[config.mk]
export PLATFORM = sky130hd
export DESIGN_NAME = regfile_wb_arbiter
export DESIGN_NICKNAME = d
export VERILOG_FILES = /design/src/rtl/regfile_wb_arbiter.sv
export SDC_FILE = /design/constraint.sdc
export NUM_CORES = 1
export LEC_CHECK = 0
export ABC_AREA = 1
export BUFFER_PORTS_ARGS = -buffer_cell sky130_fd_sc_hd__buf_2
export CORE_MARGIN = 2
export CORE_UTILIZATION = 45
export DETAILED_ROUTE_END_ITERATION = 7
export PLACE_DENSITY_LB_ADDON = 0.08
export SYNTH_ARGS = -nofsm -noshare
export SYNTH_HDL_FRONTEND = slang
export SYNTH_SLANG_ARGS = --single-unit
[constraint.sdc]
create_clock -name clk -period 2.24 [get_ports clk]
set_clock_uncertainty 0.05 [all_clocks]
set_input_delay 0.336 -clock clk [delete_from_list [all_inputs] [get_ports clk]]
set_output_delay 0.336 -clock clk [all_outputs]
set_load 0.02 [all_outputs]
[src/rtl/regfile_wb_arbiter.sv]
// Register-file write-port arbiter: requester 0 (pipeline writeback) has fixed priority,
// requester 1 (multi-cycle unit) is forced through after STARVE_LIMIT consecutive losses.
module regfile_wb_arbiter #(
  parameter int AW           = 5,
  parameter int DW           = 32,
  parameter int STARVE_LIMIT = 4,
  parameter bit ZERO_REG_RO  = 1'b1
) (
  input  logic          clk,
  input  logic          rst,
  input  logic          flush,
  input  logic          req0_valid,
  output logic          req0_ready,
  input  logic [AW-1:0] req0_addr,
  input  logic [DW-1:0] req0_data,
  input  logic          req1_valid,
  output logic          req1_ready,
  input  logic [AW-1:0] req1_addr,
  input  logic [DW-1:0] req1_data,
  output logic          wr_en,
  output logic [AW-1:0] wr_addr,
  output logic [DW-1:0] wr_data,
  output logic          force1
);

  localparam logic [3:0] LIMIT = 4'(STARVE_LIMIT);

  logic [3:0]    starve_cnt;
  logic [3:0]    cnt_next;
  logic          hs0;
  logic          hs1;
  logic          wr_next;
  logic [AW-1:0] sel_addr;
  logic [DW-1:0] sel_data;

  assign force1 = (starve_cnt == LIMIT);

  always_comb begin
    req0_ready = ~force1;
    req1_ready = force1 | ~req0_valid;
    hs0        = req0_valid & req0_ready;
    hs1        = req1_valid & req1_ready;
    sel_addr   = hs1 ? req1_addr : req0_addr;
    sel_data   = hs1 ? req1_data : req0_data;
    // flushed and read-only zero-register writes still handshake but never reach the port
    wr_next    = (hs0 | hs1) & ~flush & ~(ZERO_REG_RO && (sel_addr == '0));
  end

  always_comb begin
    cnt_next = '0;
    if (flush || hs1) begin
      cnt_next = '0;
    end else if (req1_valid) begin
      cnt_next = (starve_cnt == LIMIT) ? starve_cnt : starve_cnt + 4'd1;
    end
  end

  always_ff @(posedge clk or posedge rst) begin
    if (rst) begin
      starve_cnt <= '0;
      wr_en      <= 1'b0;
      wr_addr    <= '0;
      wr_data    <= '0;
    end else begin
      starve_cnt <= cnt_next;
      wr_en      <= wr_next;
      if (wr_next) begin
        wr_addr <= sel_addr;
        wr_data <= sel_data;
      end
    end
  end

endmodule

-- Yosys cells after proc, flatten, opt, wreduce, memory -nomap -nowiden
Cells that the tools add are included.
- output and inout bits: 41
- logic and storage cells: 24
- register bits after elaboration: 42
- input bits: 79
- equal/unequal tests: 2
- bitwise operators: 10
- $add $sub $neg: 1
- multiplexer cells: 5
- reductions and logical operators: 2
- operator list (kind ; number):
    $mux 32 ; 1
    $mux 4 ; 3
    $logic_not 5->1 ; 1
    $mux 5 ; 1
    $add 4x1->4 const B ; 1
    $and 1x1->1 ; 4
    $eq 4x3->1 const B ; 1
    $not 1->1 ; 4
    $ne 3x2->1 const B ; 1
    $or 1x1->1 ; 2
    $logic_or 1x1->1 ; 1

-- Longest topological paths before layout
Gate-level depths: netlist of the first run.
- depth in word-level cells: 7
- mapped depth: 14
- gate-level depth less buffers: 12

-- Least setup slack after synthesis of the first run
OpenSTA, ideal clock, no wires.
- path kind: reg-to-reg
- start point: register starve_cnt[0]
- end point: register wr_data[23]
- stages on the path, launching flop included: 14
- arrival: 1.847 ns
- library setup time: 0.066 ns
- clock period less this slack: 1.963 ns
- setup slack: 0.277 ns
- required time: 2.124 ns
- path buffers: 3
- path through: dfrtp_1 inv_1 ha_1 nand3_2 nand2_4 nand2_2 buf_6 o21ai_2 nand2_1 o21bai_2 buf_6 buf_6 nand2_1 nand2_1
- elaborated cells on any way between the ends: 12
- those cells by class: eq/ne (1); mux (2); bitwise (8); reduce/logical (1)
- RTL lines (what ; line ; RTL):
    from (decl) ; 28 ; logic [3:0] starve_cnt;
    from (signal assigned) ; 65 ; starve_cnt <= cnt_next;
    $eq 4x3->1 ; 36 ; assign force1 = (starve_cnt == LIMIT);
    $not 1->1 ; 39 ; req0_ready = ~force1;
    named net req0_ready ; 13 ; output logic req0_ready,
    $and 1x1->1 ; 41 ; hs0 = req0_valid & req0_ready;
    $or 1x1->1 ; 46 ; wr_next = (hs0 | hs1) & ~flush & ~(ZERO_REG_RO && (sel_addr == '0));
    $and 1x1->1 (2 in a row) ; 46 ;
    to (signal assigned) ; 69 ; wr_data <= sel_data;
    to (decl) ; 22 ; output logic [DW-1:0] wr_data,
The timed path passes the listed nets, and every way through them passes these cells.
A chain may end at the register's enable or synchronous reset.

-- Worst setup path in the final report of the first run
- start point: register starve_cnt[0]
- end point: register wr_addr[1]
- longest elaborated chain between the ends: 7
- elaborated cells on any way between the ends: 11
- those cells by class: eq/ne (1); mux (1); bitwise (8); reduce/logical (1)
- ends and longest elaborated chain (what ; line ; RTL):
    $eq 4x3->1 * ; 36 ;
    $or 1x1->1 ; 40 ; req1_ready = force1 | ~req0_valid;
    $and 1x1->1 ; 42 ; hs1 = req1_valid & req1_ready;
    $mux 5 ; 43 ; sel_addr = hs1 ? req1_addr : req0_addr;
    $logic_not 5->1 ; 46 ;
    $not 1->1 ; 46 ;
    $and 1x1->1 ; 46 ;
    to (signal assigned) ; 68 ; wr_addr <= sel_addr;
    to (decl) ; 21 ; output logic [AW-1:0] wr_addr,
Mark *: on every way between the ends. The rest lies on a longest branch, timed or not.

==> results.md, run 1 <==
- Outcome: complete, no violations
- PnR worst setup slack: 0.2584 ns
- WP data arrival: 2.11 ns
- Ports: 120
- CP Cell Sequence: inv_1 -> ha_1 -> nand3_2 -> nand2_4 -> nand2_2 -> nand2_1 -> nand2_1 -> inv_1 -> nor2_2 -> nand2_4 -> buf_4 -> nand3_1 -> nand2_1
- Diodes inserted: 0
- Fin crit share: 0.8846
- Initial antenna violation count: 0
- FF-to-FF End: wr_addr[1]
- Hpwl dp: 4256 um
- Syn nets: 407
- Slew margin rel.: 0.4329
- Worst Tran Pin Value: 0.8494 ns
- Global-route wire length before repair: around 9200 um
- Hold Fails Final Rpt: 0
- Row count: 25
- Worst r2r path cells: 13
- CP Depth: 13
- Final Slew Violations: 0
- Synthesis-to-finish area growth: 33.08%
- CTS root buf: clkbuf_8
- Most common cell after layout, fill and taps aside: nand2_1
- Core ar.: 0.004817 sq mm
- Flop-to-flop setup slack: 0.26 ns
- Drt wl/cell: 10.99 um
- Yosys warnings: 0
- FF-to-FF Start: starve_cnt[0]
- CP startpoint: starve_cnt[0]
- Sequential area share after synthesis: 0.4600
- CTS Hold Bufs: 0
- Fill count: 485
- Crit path buf inv count: 3
- Via Count: about 2400
- Worst Hold Class: in2async
- Die ar.: 0.005663 sq mm
- RSZ-0062 raised after global routing: no
- Sink Count: between 40 and 50
- Global Route Usage Sum: 0.2103
- Post-layout util: 0.6312
- Switch share: 0.3295
- Final min period: 1.982 ns
- CP Data Required Time: around 2.4 ns
- CP peak stage delay: 0.38 ns
- Post-CTS Setup Bufs: 0
- Total grt overflow: 0
- Crit Path Max Fanout: 13
- Initial Util: 0.4743
- IR drop worst, VDD: roughly 360 uV
- Endpoints failing setup: 0
- Dpl ws: around 0.19 ns
- Switching power: 0.0006445 W
- Most Frequent Cell on Critical Path: nand2_1
- Count of different cell masters after synthesis: 22
- Vias per inst: 4.598
- Cell at the slowest stage of the critical path: dfrtp_1
- Post-Route Setup TNS: 0 ns
- Max_cap viols: 0
- Cells after Synth: around 330
- Initial DRC Count: between 100 and 150
- H-tree depth: 2
- Remaining antenna violation count: 0
- Pwr dens: 643.4 mW/mm^2
- RePlAce Congestion: 0.8189
- Largest area contributor in the netlist: dfrtp_1
- Comb power frac: 0.284
- Setup crit start kind: register
- Worst-Skew Late Latency: 0.28 ns
- Clock transition at path regs: 0.08 ns
- Layout cell share with drive strength beyond 1: 0.3251
- EDFF count, synth: 0
- Max Freq: 504.6 MHz
- DRC Markers: 0
- Final WL: between 5000 and 6000 um
- Largest cells by area after synthesis: dfrtp_1, nand2_1, nand3_1, inv_1, buf_6
- Clock share of power: 0.253
- CP delay by family, top: simple AND/OR/NAND/NOR gates
- Final nets: 526
- Initial DRT Pass Iterations: 4
- Leakage power: 1.925 nW
- TritonCTS clock tree: built
- CTS max path bufs: 2
- Synthesized flop and latch total: 42
- Cell area after synthesis: 0.002285 sq mm
- Vias in the first global route: 2167
- Worst setup EP type: register
- Design internal power: 0.001312 W
- Avg Inst Size Synth: 7.008 sq um
- CP endpoint: wr_addr[1]
- Pin count of the biggest net entering global routing: 43
- Top cell type's share of synthesized area: 0.4600
- Chip height: 75.26 um
- Top FF cell, synth: dfrtp_1
- Asr flop ratio synth: 1.000
- Inserted Clock Buffers: 5
- Port bufs: about 120
- Die X: 75.26 um
- WS Path Type: reg2reg
- Most frequent cells in the layout: nand2_1, buf_2, dfrtp_1, nand3_1, inv_1
- Part of the power in registers: 0.463
cells in the mapped netlist, types with 2 or more instances:
cell	instances
buf_6	4
buf_2	4
clkbuf_1	3
buf_4	3
inv_1	20
ha_1	2
nand3_1	41
buf_1	3
nand2_2	2
dfrtp_1	42
nor2_1	6
nand2_1	185
nand3b_1	2
power groups by stage:
stage | clock network (W) | logic [W] | registers, W
finish | 0.000495 | 0.000556 | 0.000905
detailed placement | 0 | 0.000562 | 0.000918
global route | 0.000541 | 0.000627 | 0.000916
global placement | 0 | 0.000553 | 0.000917
floorplan | 0 | 0.000217 | 0.00104
CTS | 0.000516 | 0.000562 | 0.000905
worst register-to-register path, cell delays in order (launching register included):
cell and delay [ns]:
dfrtp_1 0.38, inv_1 0.06, ha_1 0.20, nand3_2 0.11, nand2_4 0.08, nand2_2 0.15, nand2_1 0.08, nand2_1 0.08
inv_1 0.07, nor2_2 0.15, nand2_4 0.12, buf_4 0.21, nand3_1 0.08, nand2_1 0.06
layer usage:
layer | wire (um) | vias to the layer above | part of all wire | global-route usage
met4 | 18 | 0 | 0.0032 | 0.06043
met1 | 2415 | 1052 | 0.43 | 0.2485
met3 | 383 | 2 | 0.068 | 0.05221
met2 | 2820 | 78 | 0.50 | 0.3791
met5 | 0 | - | 0 | 0
li1 | - | 1227 | - | -
area by class of cell:
type | count | area (sq um) | share of cell area
Clock inverter | 1 | 5.005 | 0.001646
Tap cell | 67 | 83.83 | 0.02757
Sequential cell | 42 | 1051 | 0.3457
Inverter | 22 | 82.58 | 0.02716
Clock buffer | 7 | 86.33 | 0.02840
Multi-Input combinational cell | 245 | 1049 | 0.3449
Timing Repair Buffer | 129 | 683.2 | 0.2247
how the worst min path moves through the flow:
| stage | start | end | slack, ns | cells past startpoint |
|---|---|---|---|---|
| after floorplan | starve_cnt[0] | starve_cnt[0] | 0.40 | 1 |
| after global placement | wr_data[29] | wr_data[29] | 0.40 | 2 |
| after detailed placement | wr_addr[3] | wr_addr[3] | 0.40 | 2 |
| after CTS | rst | wr_data[6] | 0.19 | 2 |
| after global routing | rst | wr_data[4] | 0.23 | 2 |
| final | rst | wr_data[6] | 0.17 | 2 |
sequential cells by signal (all words and copies together), names as in the netlist:
name / count
wr_data: 32
wr_addr: 5
wr_en: 1
starve_cnt: 4
cells by family after synthesis:
logic type | share of synthesized area
and+or+nand+nor | 0.4250
DFF | 0.4600
buffers and inverters | 0.08433
AOI/OAI and AO/OA | 0.01205
adders and majority gates | 0.01095
xor gates and xnor gates | 0.007668
through the flow:
step | instances | hold slack (ns) | power (W) | area [sq um]
finish | 513 | 0.1664 | 0.001956 | 3040
global placement | 505 | 0.3991 | 0.001470 | 2942
detailed placement | 505 | 0.4026 | 0.001480 | 2942
CTS | 513 | 0.1935 | 0.001983 | 3033
floorplan | 326 | 0.4020 | 0.001256 | 2285
global route | 513 | 0.2309 | 0.002085 | 3040
what timing repair did:
| action | 4_1_cts | 5_1_grt |
|---|---|---|
| gates resized for setup | 0 | 2 |
| setup endpoints to repair | 0 | 26 |
| endpoints found under the hold margin | 0 | 0 |
No activity file was read; power rests on OpenSTA's default activity.
==> inputs of run 2 (changes only) <==
--- a/config.mk
+++ b/config.mk
@@ -8,7 +8,8 @@
 export ABC_AREA = 1
 export BUFFER_PORTS_ARGS = -buffer_cell sky130_fd_sc_hd__buf_2
 export CORE_MARGIN = 2
-export CORE_UTILIZATION = 45
+export CORE_UTILIZATION = 47
+export CTS_BUF_LIST = sky130_fd_sc_hd__clkbuf_8
 export DETAILED_ROUTE_END_ITERATION = 7
 export PLACE_DENSITY_LB_ADDON = 0.08
 export SYNTH_ARGS = -nofsm -noshare
==> results.md, run 2 (same netlist as run 1, synthesis figures left out) <==
- FF-to-FF End: wr_data[28] (was wr_addr[1])
- Remaining antenna violation count: 0 (unchanged)
- Ports: 120 (unchanged)
- Row count: 25 (unchanged)
- Via Count: 2327 (was 2359)
- Worst Hold Class: in2async (unchanged)
- Chip height: 73.72 um (was 75.26 um)
- Layout cell share with drive strength beyond 1: 0.3206 (was 0.3251)
- Registers with the most flip-flops: wr_data: 32 flops, wr_addr: 5 flops, starve_cnt: 4 flops (unchanged)
- IR drop worst, VDD: 365.8 uV (was 363.5 uV)
- TritonCTS clock tree: built (unchanged)
- Post-CTS Resized: 0 (unchanged)
- Sink Count: 42 (unchanged)
- CTS max path bufs: 2 (unchanged)
- DRC Markers: 0 (unchanged)
- Worst r2r path cells: 13 (unchanged)
- Clock transition at path regs: 0.08 ns (about the same)
- Crit Path Max Fanout: 26 (was 13)
- RePlAce Congestion: 0.8040 (was 0.8189)
- Most common cell after layout, fill and taps aside: nand2_1 (unchanged)
- Drt wl/cell: 10.87 um (was 10.99 um)
- Worst-Skew Late Latency: 0.28 ns (about the same)
- Synthesis-to-finish area growth: 33.24% (was 33.08%)
- Endpoints failing setup: 0 (unchanged)
- Initial DRT Pass Iterations: 5 (was 4)
- WS Path Type: reg2reg (unchanged)
- Hold Fails Final Rpt: 0 (unchanged)
- Pin count of the biggest net entering global routing: 43 (unchanged)
- Vias in the first global route: 2103 (was 2167)
- Vias per inst: 4.654 (was 4.598)
- CTS Hold Bufs: 0 (unchanged)
- Worst setup EP type: register (unchanged)
- Initial antenna violation count: 0 (unchanged)
- Post-Layout Inst Area: 0.003044 sq mm (was 0.003040 sq mm)
- Total power: 0.002035 W (was 0.001956 W)
- Max_cap viols: 0 (unchanged)
- Cell at the slowest stage of the critical path: dfrtp_1 (unchanged)
- Final nets: 526 (unchanged)
- CP Cell Sequence: inv_1 -> ha_1 -> nand3_2 -> nand2_4 -> nand2_2 -> nand2_1 -> nand2_1 -> nand2_1 -> nor2_1 -> nand2_2 -> buf_12 -> nand3_1 -> nand2_1 (was inv_1 -> ha_1 -> nand3_2 -> nand2_4 -> nand2_2 -> nand2_1 -> nand2_1 -> inv_1 -> nor2_2 -> nand2_4 -> buf_4 -> nand3_1 -> nand2_1)
- Cells after DPL: 492 (was 505)
- Crit path buf inv count: 2 (was 3)
- Outcome: complete, no violations (unchanged)
- Most Frequent Cell on Critical Path: nand2_1 (unchanged)
- Total grt overflow: 0 (unchanged)
- Global-route wire length before repair: 8921 um (was 9183 um)
- Diodes inserted: 0 (unchanged)
- WP data arrival: 2.16 ns (was 2.11 ns)
- Max reg flops: 32 (unchanged)
- Global Route Usage Sum: 0.2091 (was 0.2103)
- Die X: 73.72 um (was 75.26 um)
- CP delay by family, top: simple AND/OR/NAND/NOR gates (unchanged)
- Flop-to-flop setup slack: 0.21 ns (was 0.26 ns)
- Initial DRC Count: 78 (was 137)
- Post-layout util: 0.6488 (was 0.6312)
- Port bufs: 119 (unchanged)
- Pwr dens: 668.3 mW/mm^2 (was 643.4 mW/mm^2)
- Fin crit share: 0.9056 (was 0.8846)
- Reg with most FFs: wr_data (unchanged)
- Final min period: 2.028 ns (was 1.982 ns)
- Most frequent cells in the layout: nand2_1, buf_2, dfrtp_1, nand3_1, inv_1 (unchanged)
- Die ar.: 0.005435 sq mm (was 0.005663 sq mm)
- Worst Tran Pin Value: 0.5271 ns (was 0.8494 ns)
- CTS root buf: clkbuf_8 (unchanged)
- Fill count: 443 (was 485)
- CP peak stage delay: 0.39 ns (was 0.38 ns)
- Slew margin rel.: 0.6486 (was 0.4329)
- RSZ-0062 raised after global routing: no (unchanged)
- CP Data Required Time: 2.37 ns (about the same)
- Post-DP Area: 0.002938 sq mm (was 0.002942 sq mm)
- Leakage power: 1.931 nW (was 1.925 nW)
- Hpwl dp: 4156 um (was 4256 um)
- Final Slew Violations: 0 (unchanged)
- Final WL: 5434 um (was 5637 um)
- Post-CTS Setup Bufs: 0 (unchanged)
- Post-Route Setup TNS: 0 ns (unchanged)
- FF-to-FF Start: starve_cnt[0] (unchanged)
- Core ar.: 0.004692 sq mm (was 0.004817 sq mm)
- Setup crit start kind: register (unchanged)
- Inserted Clock Buffers: 5 (unchanged)
- Max Freq: 493.0 MHz (was 504.6 MHz)
- Initial Util: 0.4869 (was 0.4743)
- H-tree depth: 2 (unchanged)
- Post-Layout Cell Count: 500 (was 513)
run 2: where the power goes:
group	leakage (nW)	internal, W	switching, W
logic	1.34	0.000209	0.000344
clock network	0.0607	0.000325	0.000252
registers	0.526	0.000854	0.0000500
total	1.93	0.00139	0.000647
run 2: worst max-delay path by stage:
stage | end | startpoint | slack, ns | depth (start not counted)
3_3_place_gp | wr_data[11] | starve_cnt[0] | 0.27 | 13
3_5_place_dp | wr_data[28] | starve_cnt[0] | 0.20 | 13
5_1_grt | wr_data[28] | starve_cnt[0] | 0.02 | 13
6_report | wr_data[28] | starve_cnt[0] | 0.21 | 13
4_1_cts | wr_data[28] | starve_cnt[0] | 0.19 | 13
2_1_floorplan | wr_data[23] | starve_cnt[0] | 0.28 | 13
run 2: routing by layer:
metal | global-route usage | routed length [um] | up-vias
met3 | 0.04115 | 325 | 4
met2 | 0.3849 | 2727 | 73
met4 | 0.06061 | 30 | 0
met1 | 0.2435 | 2351 | 1019
met5 | 0 | 0 | -
li1 | - | - | 1231
run 2: layout make-up:
cell class,instances,area (sq um),share of cell area
repair buffers,129,695.7,0.2285
well taps,54,67.56,0.02219
clock buffers,5,68.82,0.02261
multi-input cells,245,1041,0.3420
inverters,22,82.58,0.02713
flip-flops and latches,42,1051,0.3453
clock inverters,3,37.54,0.01233
run 2: worst min-delay path, cell delays in order:
cell and delay, ns:
buf_2 0.10, inv_2 0.03, buf_4 0.43
run 2: per-stage QoR:
step / hold WS, ns / setup slack (ns)
after global routing: 0.1467 / 0.01531
after detailed placement: 0.4042 / 0.2036
final: 0.1000 / 0.2116
after CTS: 0.1246 / 0.1931
after global placement: 0.3991 / 0.2669
after floorplan: 0.4020 / 0.2768
